[src/rtl/mem_arbiter_if.sv]
// Bus bundle between the fetch/data requesters, the shared-memory arbiter and the memory array.
// The arbiter connects through the slave modport; the requester/memory side uses master.
interface mem_arbiter_if #(
  parameter int ADDR_W = 16,
  parameter int DATA_W = 16
);
  logic              if_req;
  logic [ADDR_W-1:0] if_addr;
  logic              if_ready;
  logic [DATA_W-1:0] if_rdata;
  logic              dm_req;
  logic              dm_we;
  logic [ADDR_W-1:0] dm_addr;
  logic [DATA_W-1:0] dm_wdata;
  logic              dm_ready;
  logic [DATA_W-1:0] dm_rdata;
  logic              mem_en;
  logic              mem_we;
  logic [ADDR_W-1:0] mem_addr;
  logic [DATA_W-1:0] mem_wdata;
  logic [DATA_W-1:0] mem_rdata;
  logic              stall_fetch;
  logic              stall_pipe;

  modport slave (
    input  if_req, if_addr, dm_req, dm_we, dm_addr, dm_wdata, mem_rdata,
    output if_ready, if_rdata, dm_ready, dm_rdata,
    output mem_en, mem_we, mem_addr, mem_wdata, stall_fetch, stall_pipe
  );

  modport master (
    output if_req, if_addr, dm_req, dm_we, dm_addr, dm_wdata, mem_rdata,
    input  if_ready, if_rdata, dm_ready, dm_rdata,
    input  mem_en, mem_we, mem_addr, mem_wdata, stall_fetch, stall_pipe
  );
endinterface

[src/rtl/mem_arbiter.sv]
// Shared single-port memory arbiter: data beats fetch except after DATA_MAX consecutive data
// grants with fetch waiting; each access runs IDLE -> ACCESS (MEM_LAT cycles) -> DONE.
module mem_arbiter #(
  parameter int ADDR_W   = 16,
  parameter int DATA_W   = 16,
  parameter int MEM_LAT  = 2,
  parameter int DATA_MAX = 4
) (
  input logic         clk,
  input logic         reset,
  mem_arbiter_if.slave bus
);

  localparam int LAT_W    = $clog2(MEM_LAT + 1);
  localparam int STREAK_W = $clog2(DATA_MAX + 1);
  localparam logic [LAT_W-1:0]    LAT_INIT    = LAT_W'(MEM_LAT - 1);
  localparam logic [LAT_W-1:0]    LAT_ZERO    = {LAT_W{1'b0}};
  localparam logic [LAT_W-1:0]    LAT_ONE     = LAT_W'(1);
  localparam logic [STREAK_W-1:0] STREAK_MAX  = STREAK_W'(DATA_MAX);
  localparam logic [STREAK_W-1:0] STREAK_ZERO = {STREAK_W{1'b0}};
  localparam logic [STREAK_W-1:0] STREAK_ONE  = STREAK_W'(1);
  localparam logic OWN_FETCH = 1'b0;
  localparam logic OWN_DATA  = 1'b1;

  typedef enum logic [1:0] {
    ST_IDLE   = 2'd0,
    ST_ACCESS = 2'd1,
    ST_DONE   = 2'd2
  } state_e;

  state_e              state_q, state_d;
  logic                owner_q, owner_d;
  logic [LAT_W-1:0]    lat_cnt_q, lat_cnt_d;
  logic [STREAK_W-1:0] data_streak_q, data_streak_d;
  logic                mem_en_q, mem_en_d;
  logic                mem_we_q, mem_we_d;
  logic [ADDR_W-1:0]   mem_addr_q, mem_addr_d;
  logic [DATA_W-1:0]   mem_wdata_q, mem_wdata_d;
  logic                if_ready_q, if_ready_d;
  logic                dm_ready_q, dm_ready_d;
  logic [DATA_W-1:0]   if_rdata_q, if_rdata_d;
  logic [DATA_W-1:0]   dm_rdata_q, dm_rdata_d;

  logic                fetch_wins_s;
  logic [STREAK_W-1:0] streak_inc_s;

  // Fetch takes the slot when data is absent or has used up its consecutive-grant allowance.
  assign fetch_wins_s = bus.if_req & (~bus.dm_req | (data_streak_q == STREAK_MAX));
  assign streak_inc_s = (data_streak_q == STREAK_MAX) ? STREAK_MAX : (data_streak_q + STREAK_ONE);

  // Next-state and registered-output computation for the access sequencer.
  always_comb begin
    state_d       = state_q;
    owner_d       = owner_q;
    lat_cnt_d     = lat_cnt_q;
    data_streak_d = data_streak_q;
    mem_en_d      = mem_en_q;
    mem_we_d      = mem_we_q;
    mem_addr_d    = mem_addr_q;
    mem_wdata_d   = mem_wdata_q;
    if_ready_d    = 1'b0;
    dm_ready_d    = 1'b0;
    if_rdata_d    = if_rdata_q;
    dm_rdata_d    = dm_rdata_q;

    case (state_q)
      ST_IDLE: begin
        if (bus.if_req || bus.dm_req) begin
          state_d   = ST_ACCESS;
          mem_en_d  = 1'b1;
          lat_cnt_d = LAT_INIT;
          if (fetch_wins_s) begin
            owner_d       = OWN_FETCH;
            mem_we_d      = 1'b0;
            mem_addr_d    = bus.if_addr;
            mem_wdata_d   = {DATA_W{1'b0}};
            data_streak_d = STREAK_ZERO;
          end else begin
            owner_d       = OWN_DATA;
            mem_we_d      = bus.dm_we;
            mem_addr_d    = bus.dm_addr;
            mem_wdata_d   = bus.dm_wdata;
            data_streak_d = bus.if_req ? streak_inc_s : STREAK_ZERO;
          end
        end else begin
          mem_en_d = 1'b0;
          mem_we_d = 1'b0;
        end
      end

      ST_ACCESS: begin
        if (lat_cnt_q != LAT_ZERO) begin
          lat_cnt_d = lat_cnt_q - LAT_ONE;
        end else begin
          // Last access cycle: mem_rdata is valid now and only now.
          if (!mem_we_q) begin
            if (owner_q == OWN_FETCH) begin
              if_rdata_d = bus.mem_rdata;
            end else begin
              dm_rdata_d = bus.mem_rdata;
            end
          end else begin
            if_rdata_d = if_rdata_q;
          end
          if (owner_q == OWN_FETCH) begin
            if_ready_d = 1'b1;
          end else begin
            dm_ready_d = 1'b1;
          end
          mem_en_d = 1'b0;
          mem_we_d = 1'b0;
          state_d  = ST_DONE;
        end
      end

      ST_DONE: begin
        state_d = ST_IDLE;
      end

      default: begin
        state_d  = ST_IDLE;
        mem_en_d = 1'b0;
        mem_we_d = 1'b0;
      end
    endcase
  end

  // State and output registers with synchronous active-low reset.
  always_ff @(posedge clk) begin
    if (!reset) begin
      state_q       <= ST_IDLE;
      owner_q       <= OWN_FETCH;
      lat_cnt_q     <= LAT_ZERO;
      data_streak_q <= STREAK_ZERO;
      mem_en_q      <= 1'b0;
      mem_we_q      <= 1'b0;
      mem_addr_q    <= {ADDR_W{1'b0}};
      mem_wdata_q   <= {DATA_W{1'b0}};
      if_ready_q    <= 1'b0;
      dm_ready_q    <= 1'b0;
      if_rdata_q    <= {DATA_W{1'b0}};
      dm_rdata_q    <= {DATA_W{1'b0}};
    end else begin
      state_q       <= state_d;
      owner_q       <= owner_d;
      lat_cnt_q     <= lat_cnt_d;
      data_streak_q <= data_streak_d;
      mem_en_q      <= mem_en_d;
      mem_we_q      <= mem_we_d;
      mem_addr_q    <= mem_addr_d;
      mem_wdata_q   <= mem_wdata_d;
      if_ready_q    <= if_ready_d;
      dm_ready_q    <= dm_ready_d;
      if_rdata_q    <= if_rdata_d;
      dm_rdata_q    <= dm_rdata_d;
    end
  end

  assign bus.mem_en      = mem_en_q;
  assign bus.mem_we      = mem_we_q;
  assign bus.mem_addr    = mem_addr_q;
  assign bus.mem_wdata   = mem_wdata_q;
  assign bus.if_ready    = if_ready_q;
  assign bus.dm_ready    = dm_ready_q;
  assign bus.if_rdata    = if_rdata_q;
  assign bus.dm_rdata    = dm_rdata_q;
  assign bus.stall_fetch = bus.if_req & ~if_ready_q;
  assign bus.stall_pipe  = bus.dm_req & ~dm_ready_q;

endmodule

[src/flat_wrapper.sv]
// flat-port wrapper written by rule: the top's interface ports become plain ports
module mem_arbiter_flat 
#(
  parameter int ADDR_W   = 16,
  parameter int DATA_W   = 16,
  parameter int MEM_LAT  = 2,
  parameter int DATA_MAX = 4
)
  (clk, reset, bus_if_req, bus_if_addr, bus_dm_req, bus_dm_we, bus_dm_addr, bus_dm_wdata, bus_mem_rdata, bus_if_ready, bus_if_rdata, bus_dm_ready, bus_dm_rdata, bus_mem_en, bus_mem_we, bus_mem_addr, bus_mem_wdata, bus_stall_fetch, bus_stall_pipe);
  mem_arbiter_if #(.ADDR_W(ADDR_W), .DATA_W(DATA_W)) bus_i ();
  input logic clk;
  input logic reset;
  input wire logic [$bits(bus_i.if_req)-1:0] bus_if_req;
  input wire logic [$bits(bus_i.if_addr)-1:0] bus_if_addr;
  input wire logic [$bits(bus_i.dm_req)-1:0] bus_dm_req;
  input wire logic [$bits(bus_i.dm_we)-1:0] bus_dm_we;
  input wire logic [$bits(bus_i.dm_addr)-1:0] bus_dm_addr;
  input wire logic [$bits(bus_i.dm_wdata)-1:0] bus_dm_wdata;
  input wire logic [$bits(bus_i.mem_rdata)-1:0] bus_mem_rdata;
  output wire logic [$bits(bus_i.if_ready)-1:0] bus_if_ready;
  output wire logic [$bits(bus_i.if_rdata)-1:0] bus_if_rdata;
  output wire logic [$bits(bus_i.dm_ready)-1:0] bus_dm_ready;
  output wire logic [$bits(bus_i.dm_rdata)-1:0] bus_dm_rdata;
  output wire logic [$bits(bus_i.mem_en)-1:0] bus_mem_en;
  output wire logic [$bits(bus_i.mem_we)-1:0] bus_mem_we;
  output wire logic [$bits(bus_i.mem_addr)-1:0] bus_mem_addr;
  output wire logic [$bits(bus_i.mem_wdata)-1:0] bus_mem_wdata;
  output wire logic [$bits(bus_i.stall_fetch)-1:0] bus_stall_fetch;
  output wire logic [$bits(bus_i.stall_pipe)-1:0] bus_stall_pipe;
  assign bus_i.if_req = bus_if_req;
  assign bus_i.if_addr = bus_if_addr;
  assign bus_i.dm_req = bus_dm_req;
  assign bus_i.dm_we = bus_dm_we;
  assign bus_i.dm_addr = bus_dm_addr;
  assign bus_i.dm_wdata = bus_dm_wdata;
  assign bus_i.mem_rdata = bus_mem_rdata;
  assign bus_if_ready = bus_i.if_ready;
  assign bus_if_rdata = bus_i.if_rdata;
  assign bus_dm_ready = bus_i.dm_ready;
  assign bus_dm_rdata = bus_i.dm_rdata;
  assign bus_mem_en = bus_i.mem_en;
  assign bus_mem_we = bus_i.mem_we;
  assign bus_mem_addr = bus_i.mem_addr;
  assign bus_mem_wdata = bus_i.mem_wdata;
  assign bus_stall_fetch = bus_i.stall_fetch;
  assign bus_stall_pipe = bus_i.stall_pipe;
  mem_arbiter #(.ADDR_W(ADDR_W), .DATA_W(DATA_W), .MEM_LAT(MEM_LAT), .DATA_MAX(DATA_MAX)) u_core (.clk(clk), .reset(reset), .bus(bus_i));
endmodule
[config.mk]
export PLATFORM = sky130hd
export DESIGN_NAME = mem_arbiter_flat
export DESIGN_NICKNAME = d
export VERILOG_FILES = /design/src/rtl/mem_arbiter_if.sv /design/src/rtl/mem_arbiter.sv /design/src/flat_wrapper.sv
export SDC_FILE = /design/constraint.sdc
export NUM_CORES = 1
export LEC_CHECK = 0
export BUFFER_PORTS_ARGS = -buffer_cell sky130_fd_sc_hd__buf_2
export CAP_MARGIN = 20
export CORE_UTILIZATION = 48
export CTS_CLUSTER_SIZE = 14
export DETAILED_ROUTE_END_ITERATION = 16
export PLACE_DENSITY = 0.88
export SKIP_CTS_REPAIR_TIMING = 1
export SLEW_MARGIN = 10
export SYNTH_ARGS = -nofsm -noshare
export SYNTH_HDL_FRONTEND = slang
export SYNTH_SLANG_ARGS = --single-unit
[constraint.sdc]
create_clock -name clk -period 1.64 [get_ports clk]
set_input_delay 0.082 -clock clk [delete_from_list [all_inputs] [get_ports clk]]
set_output_delay 0.082 -clock clk [all_outputs]
set_load 0.1 [all_outputs]
==> results of run 1 <==
==> cell type report <==
cell class | count | share of cell area (%)
well taps | 80 | 2.266
clock inverters | 5 | 1.360
multi-input cells | 255 | 37.20
repair buffers | 158 | 20.91
inverters | 7 | 0.5949
flip-flops and latches | 76 | 34.48
clock buffers | 11 | 3.201
==> layer usage <==
| metal | vias to the layer above | GRT usage [%] | routed length, um |
|---|---|---|---|
| li1 | 1683 | - | - |
| met1 | 1628 | 31.50 | 3999 |
| met2 | 161 | 38.40 | 4475 |
| met3 | 28 | 5.101 | 585 |
| met4 | 0 | 10.76 | 273 |
| met5 | - | 0 | 0 |
==> report_power, final <==
| group | internal [mW] | switching, mW |
|---|---|---|
| Sequential | 1.98 | 0.0735 |
| Clock | 0.751 | 0.704 |
| Combinational | 0.419 | 1.40 |
==> cell families after synthesis <==
family | share of synthesized area, %
AO/OA/AOI/OAI | 34.09
adder cells (fa/ha/maj) | 1.120
AND/OR/NAND/NOR | 12.58
flip-flops | 45.41
buffers and inverters | 6.796
==> final timing paths <==
check	start	end	slack, ns
setup / recovery	u_core.data_streak_q[0]	u_core.bus.mem_addr[12]	0.13
hold / removal	bus_mem_rdata[6]	u_core.bus.dm_rdata[6]	-0.01
setup reg to reg	u_core.data_streak_q[0]	u_core.bus.mem_addr[12]	0.13
hold reg to reg	u_core.bus.dm_rdata[8]	u_core.bus.dm_rdata[8]	0.48
==> metrics by stage <==
step | hold WS (ns) | power [mW] | instance area [um2]
6_report | -0.01140 | 5.327 | 4417
5_1_grt | 0.0003947 | 5.538 | 4417
4_1_cts | -0.02309 | 5.323 | 4310
3_5_place_dp | 0.3543 | 3.880 | 4109
3_3_place_gp | 0.3480 | 3.848 | 4109
2_1_floorplan | 0.2297 | 3.521 | 3362
==> worst max-delay path: cells and delay by family, from the launching register on <==
kind            cells  cell delay (ns)
compound gates      2             0.55
flops               1             0.36
buf+inv             1             0.07
fa+ha+maj           1             0.23
simple gates        1             0.19
==> state kept, by name (all words and copies together) (netlist names), 2 cells and up <==
register	cells
u_core.bus.dm_rdata	16
u_core.bus.if_rdata	16
u_core.bus.mem_addr	16
u_core.bus.mem_wdata	16
u_core.data_streak_q	3
u_core.lat_cnt_q	2
u_core.state_q	2
==> cell usage in the layout, fill, tap and decap left out, types with 2 or more instances in the layout <==
cell	netlist	layout
o211ai_1	2	2
nand2_1	2	2
dfxtp_1	76	75
nand3_1	33	33
o311a_1	16	16
buf_2	11	137
o21ai_1	13	13
and2_1	3	3
dlygate4sd3_1	0	7
o2111ai_1	17	17
a21oi_1	55	55
clkbuf_8	0	10
buf_4	1	9
inv_1	5	5
and3_1	17	17
o21ai_0	39	39
o21bai_1	16	16
nand4_1	2	2
nor2_2	1	2
buf_12	0	5
ha_1	3	2
a21boi_0	16	16
a21bo_4	1	2
==> results.json, run 1 <==
{
  "num_vias": 3500,
  "synth.most_common_cell": "dfxtp_1",
  "instances_no_fill": 592,
  "drc": 0,
  "cts_num_sinks": 76,
  "clockBufferDepth": 2,
  "grt_start_max_net_pins": 56,
  "antenna_found_initial": 0,
  "reg2reg_depth": 5,
  "rows": 30,
  "synth_top_area_cell": "dfxtp_1",
  "synthFlopType": "dfxtp_1",
  "regArea_um2": 1523,
  "wirelength_mm": 9.333,
  "worstPathCellList": "inv_1 -> ha_2 -> a21bo_4 -> and3_1 -> o311a_1",
  "ios": 139,
  "slew_viol_final": 0,
  "syn_area_um2": 3351,
  "min_path_cells": 3,
  "die_x_um": 85.55,
  "synth_edf_count": 0,
  "fin_crit_sh_pct": 92.09,
  "cts_inserted_buffers": 9,
  "yosysSeqAreaShare_pct": 45.41,
  "core_region_area_um2": 6756,
  "ys_top_cells_by_area": "dfxtp_1, a21oi_1, o21ai_0",
  "crit_path_start_kind": "register",
  "async_reset_ff_share_pct": 0,
  "critPathRequiredTime_ns": 1.88,
  "fillerInstances": 577,
  "ys_warn_count": 0,
  "cts.htree.levels": 3,
  "cp_max_fo": 9,
  "drtPass1Iterations": 5,
  "cts_tree": "done",
  "ys_ff_latch": 76,
  "worst_hold_path_type": "in2reg",
  "worst_pin_slew_ns": 0.9328,
  "status": "complete, but fails checks",
  "relSlewSlack_pct": 37.81,
  "grt_pass1_wl_mm": 14.09,
  "yosysUniqueCellTypes": 38,
  "port_buffers": 138,
  "hold_viol_final": 3,
  "synthTopCellsByCount": "dfxtp_1, a21oi_1, o21ai_0, nand3_1, clkbuf_1",
  "initial_utilization_pct": 49.59,
  "hpwl_mm": 5.845,
  "ir_worst_vdd_v": 0.0008194,
  "antenna_cells": 0,
  "clock_latency_ns": 0.35,
  "violations": "hold timing",
  "grt_pass1_vias": 3055,
  "dp_cells": 566,
  "grt_overflow": 0,
  "skew_ns": 0.008255,
  "multi_input_area_um2": 1643,
  "drt_iter0_drc": 207,
  "grt_usage_pct": 24.05,
  "fin_crit_ns": 1.510,
  "die_area_um2": 7319,
  "post_drt_wl_per_cell_um": 15.77,
  "place_congestion": 0.7939,
  "path_class": "reg2reg",
  "power.leakage_nw": 1.984,
  "clk_pin_slew_worst_paths_ns": 0.08,
  "setup_viol": 0,
  "p_per_area_nw_per_um2": 1206,
  "utilization_pct": 65.37,
  "synth_nets": 451,
  "whs_ns": -0.01140,
  "fmax_mhz": 662.1,
  "cap_violations": 0,
  "cts-root-buf": "clkbuf_8",
  "critPathCaptureType": "register",
  "crit_arrival_ns": 1.75,
  "dpl_worst_slack_ns": 0.04523,
  "tns_ns": 0,
  "area_growth_pct": 31.81,
  "crit_path_top_delay_cell": "dfxtp_1",
  "synth_top_cell_area_share_pct": 45.41,
  "die_h_um": 85.55,
  "ant_nets": 0,
  "cp_slowest_stage_delay_ns": 0.36,
  "rsz0062_at_grt": "no",
  "routed_via_density": 5.912,
  "drive_above_1_share_pct": 34.57,
  "worst_slack_ns": 0.1297,
  "postSynthCellCount": 379,
  "fin_nets": 579,
  "avgSynthCellArea_um2": 8.841
}
No activity file was read; power rests on OpenSTA's default activity.
==> run 2, diff against run 1 <==
- PLACE_DENSITY: 0.88 -> 0.8
==> run 2 against run 1 <==
The run still ends with hold timing left. First-iteration DRC count fell by 3.4%. Clock-buffer cell count fell by 1. Via count fell by 1.8%. Flip-flop and latch count did not move. Global-route usage rose by 0.24 points. Cell count rose by 0.17%. Worst hold slack improved by 0.0017 ns. Worst setup slack got worse by 0.023 ns. Clock skew rose by 0.0027 ns. Register-to-register slack got worse by 0.02 ns. Non-clock buffer count rose by 1. Power fell by 1.2%. Largest cell class unchanged.
==> results.json, run 2 (synthesis gave the netlist of run 1 again) <==
{
  "grt_pass1_wl_mm": 14.35,
  "ios": 139,
  "fillerInstances": 596,
  "fin_area_um2": 4415,
  "p_per_area_nw_per_um2": 1192,
  "rsz0062_at_grt": "no",
  "path_class": "reg2reg",
  "final_common_cell": "buf_2",
  "antenna_cells": 0,
  "rows": 30,
  "drive_above_1_share_pct": 34.70,
  "relSlewSlack_pct": 46.51,
  "setup_viol": 0,
  "regArea_um2": 1523,
  "cts_tree": "done",
  "clock_latency_ns": 0.35,
  "utilization_pct": 65.35,
  "critPathRequiredTime_ns": 1.87,
  "ir_worst_vdd_v": 0.0007091,
  "cp_max_fo": 16,
  "initial_utilization_pct": 49.59,
  "hold_viol_final": 2,
  "cts-root-buf": "clkbuf_8",
  "core_region_area_um2": 6756,
  "cts.htree.levels": 3,
  "dpl-instance-area_um2": 4124,
  "port_buffers": 138,
  "grt_usage_pct": 24.30,
  "whs_ns": -0.009734,
  "die_h_um": 85.55,
  "status": "complete, but fails checks",
  "die_area_um2": 7319,
  "crit_arrival_ns": 1.76,
  "reg2reg_depth": 5,
  "drtPass1Iterations": 4,
  "die_x_um": 85.55,
  "worst_hold_path_type": "in2reg",
  "critPathCaptureType": "register",
  "cap_violations": 0,
  "crit_path_start_kind": "register",
  "fin_crit_sh_pct": 93.50,
  "multi_input_area_um2": 1643,
  "grt_pass1_vias": 3249,
  "instances_no_fill": 593,
  "skew_ns": 0.01097,
  "drt_iter0_drc": 200,
  "fin_crit_ns": 1.533,
  "place_congestion": 0.7306,
  "drc": 0,
  "worst_pin_slew_ns": 0.8023,
  "fin_nets": 580,
  "tns_ns": 0,
  "grt_overflow": 0,
  "dp_cells": 568,
  "ant_nets": 0,
  "grt_start_max_net_pins": 39,
  "wirelength_mm": 9.000,
  "clk_pin_slew_worst_paths_ns": 0.08,
  "antenna_found_initial": 0,
  "slew_viol_final": 0,
  "num_vias": 3438,
  "finalPower_mw": 5.265,
  "post_drt_wl_per_cell_um": 15.18,
  "min_path_cells": 3,
  "power.leakage_nw": 1.986,
  "clockBufferDepth": 2,
  "fmax_mhz": 652.1,
  "hpwl_mm": 5.740,
  "layout_common_cells": "buf_2, dfxtp_1, a21oi_1",
  "cts_inserted_buffers": 9,
  "cts_num_sinks": 76,
  "violations": "hold timing",
  "routed_via_density": 5.798,
  "area_growth_pct": 31.78
}
-- run 2: cell types whose count changed in the layout (fill, tap and decap cells not counted), sizes merged --
cell    change
clkinv      +2
buf         +1
clkbuf      -1
inv         -1
-- run 2: path summary, 6_finish.rpt --
| check | from | endpoint | slack [ns] |
|---|---|---|---|
| worst max-delay path | u_core.data_streak_q[0] | u_core.bus.mem_addr[15] | 0.11 |
| worst min-delay path | bus_mem_rdata[6] | u_core.bus.dm_rdata[6] | -0.01 |
| worst max register to register | u_core.data_streak_q[0] | u_core.bus.mem_addr[15] | 0.11 |
| worst min register to register | u_core.bus.dm_rdata[9] | u_core.bus.dm_rdata[9] | 0.47 |
-- run 2: critical path: stages, from the launching register on --
cell	delay, ns
dfxtp_1	0.36
inv_1	0.07
ha_2	0.23
a21bo_4	0.29
and3_1	0.19
o311a_1	0.28
-- run 2: final cells by class --
cell class | instances | area share [%]
repair buffers | 159 | 21.08
inverters | 7 | 0.5951
multi-input cells | 255 | 37.21
well taps | 80 | 2.267
clock buffers | 10 | 2.890
flip-flops and latches | 76 | 34.49
clock inverters | 6 | 1.474
-- run 2: through the flow --
step | setup slack [ns] | hold WS (ns)
after floorplan | -0.03361 | 0.2297
after global placement | 0.1234 | 0.3465
after detailed placement | 0.06436 | 0.3538
after CTS | 0.05817 | -0.02394
after global routing | 0.03703 | 0.004122
final | 0.1066 | -0.009734
-- run 2: metal layers --
metal,global-route usage [%],share of wire (%),vias to the layer above
met4,10.61,1.3,0
met1,29.99,44,1628
li1,-,-,1680
met5,0,0,-
met3,5.679,6.4,11
met2,40.65,49,119
-- run 2: where the power goes --
group | internal (mW) | switching [mW] | leakage, nW
Clock | 0.703 | 0.696 | 0.0962
Combinational | 0.419 | 1.39 | 1.27
Sequential | 1.98 | 0.0708 | 0.622
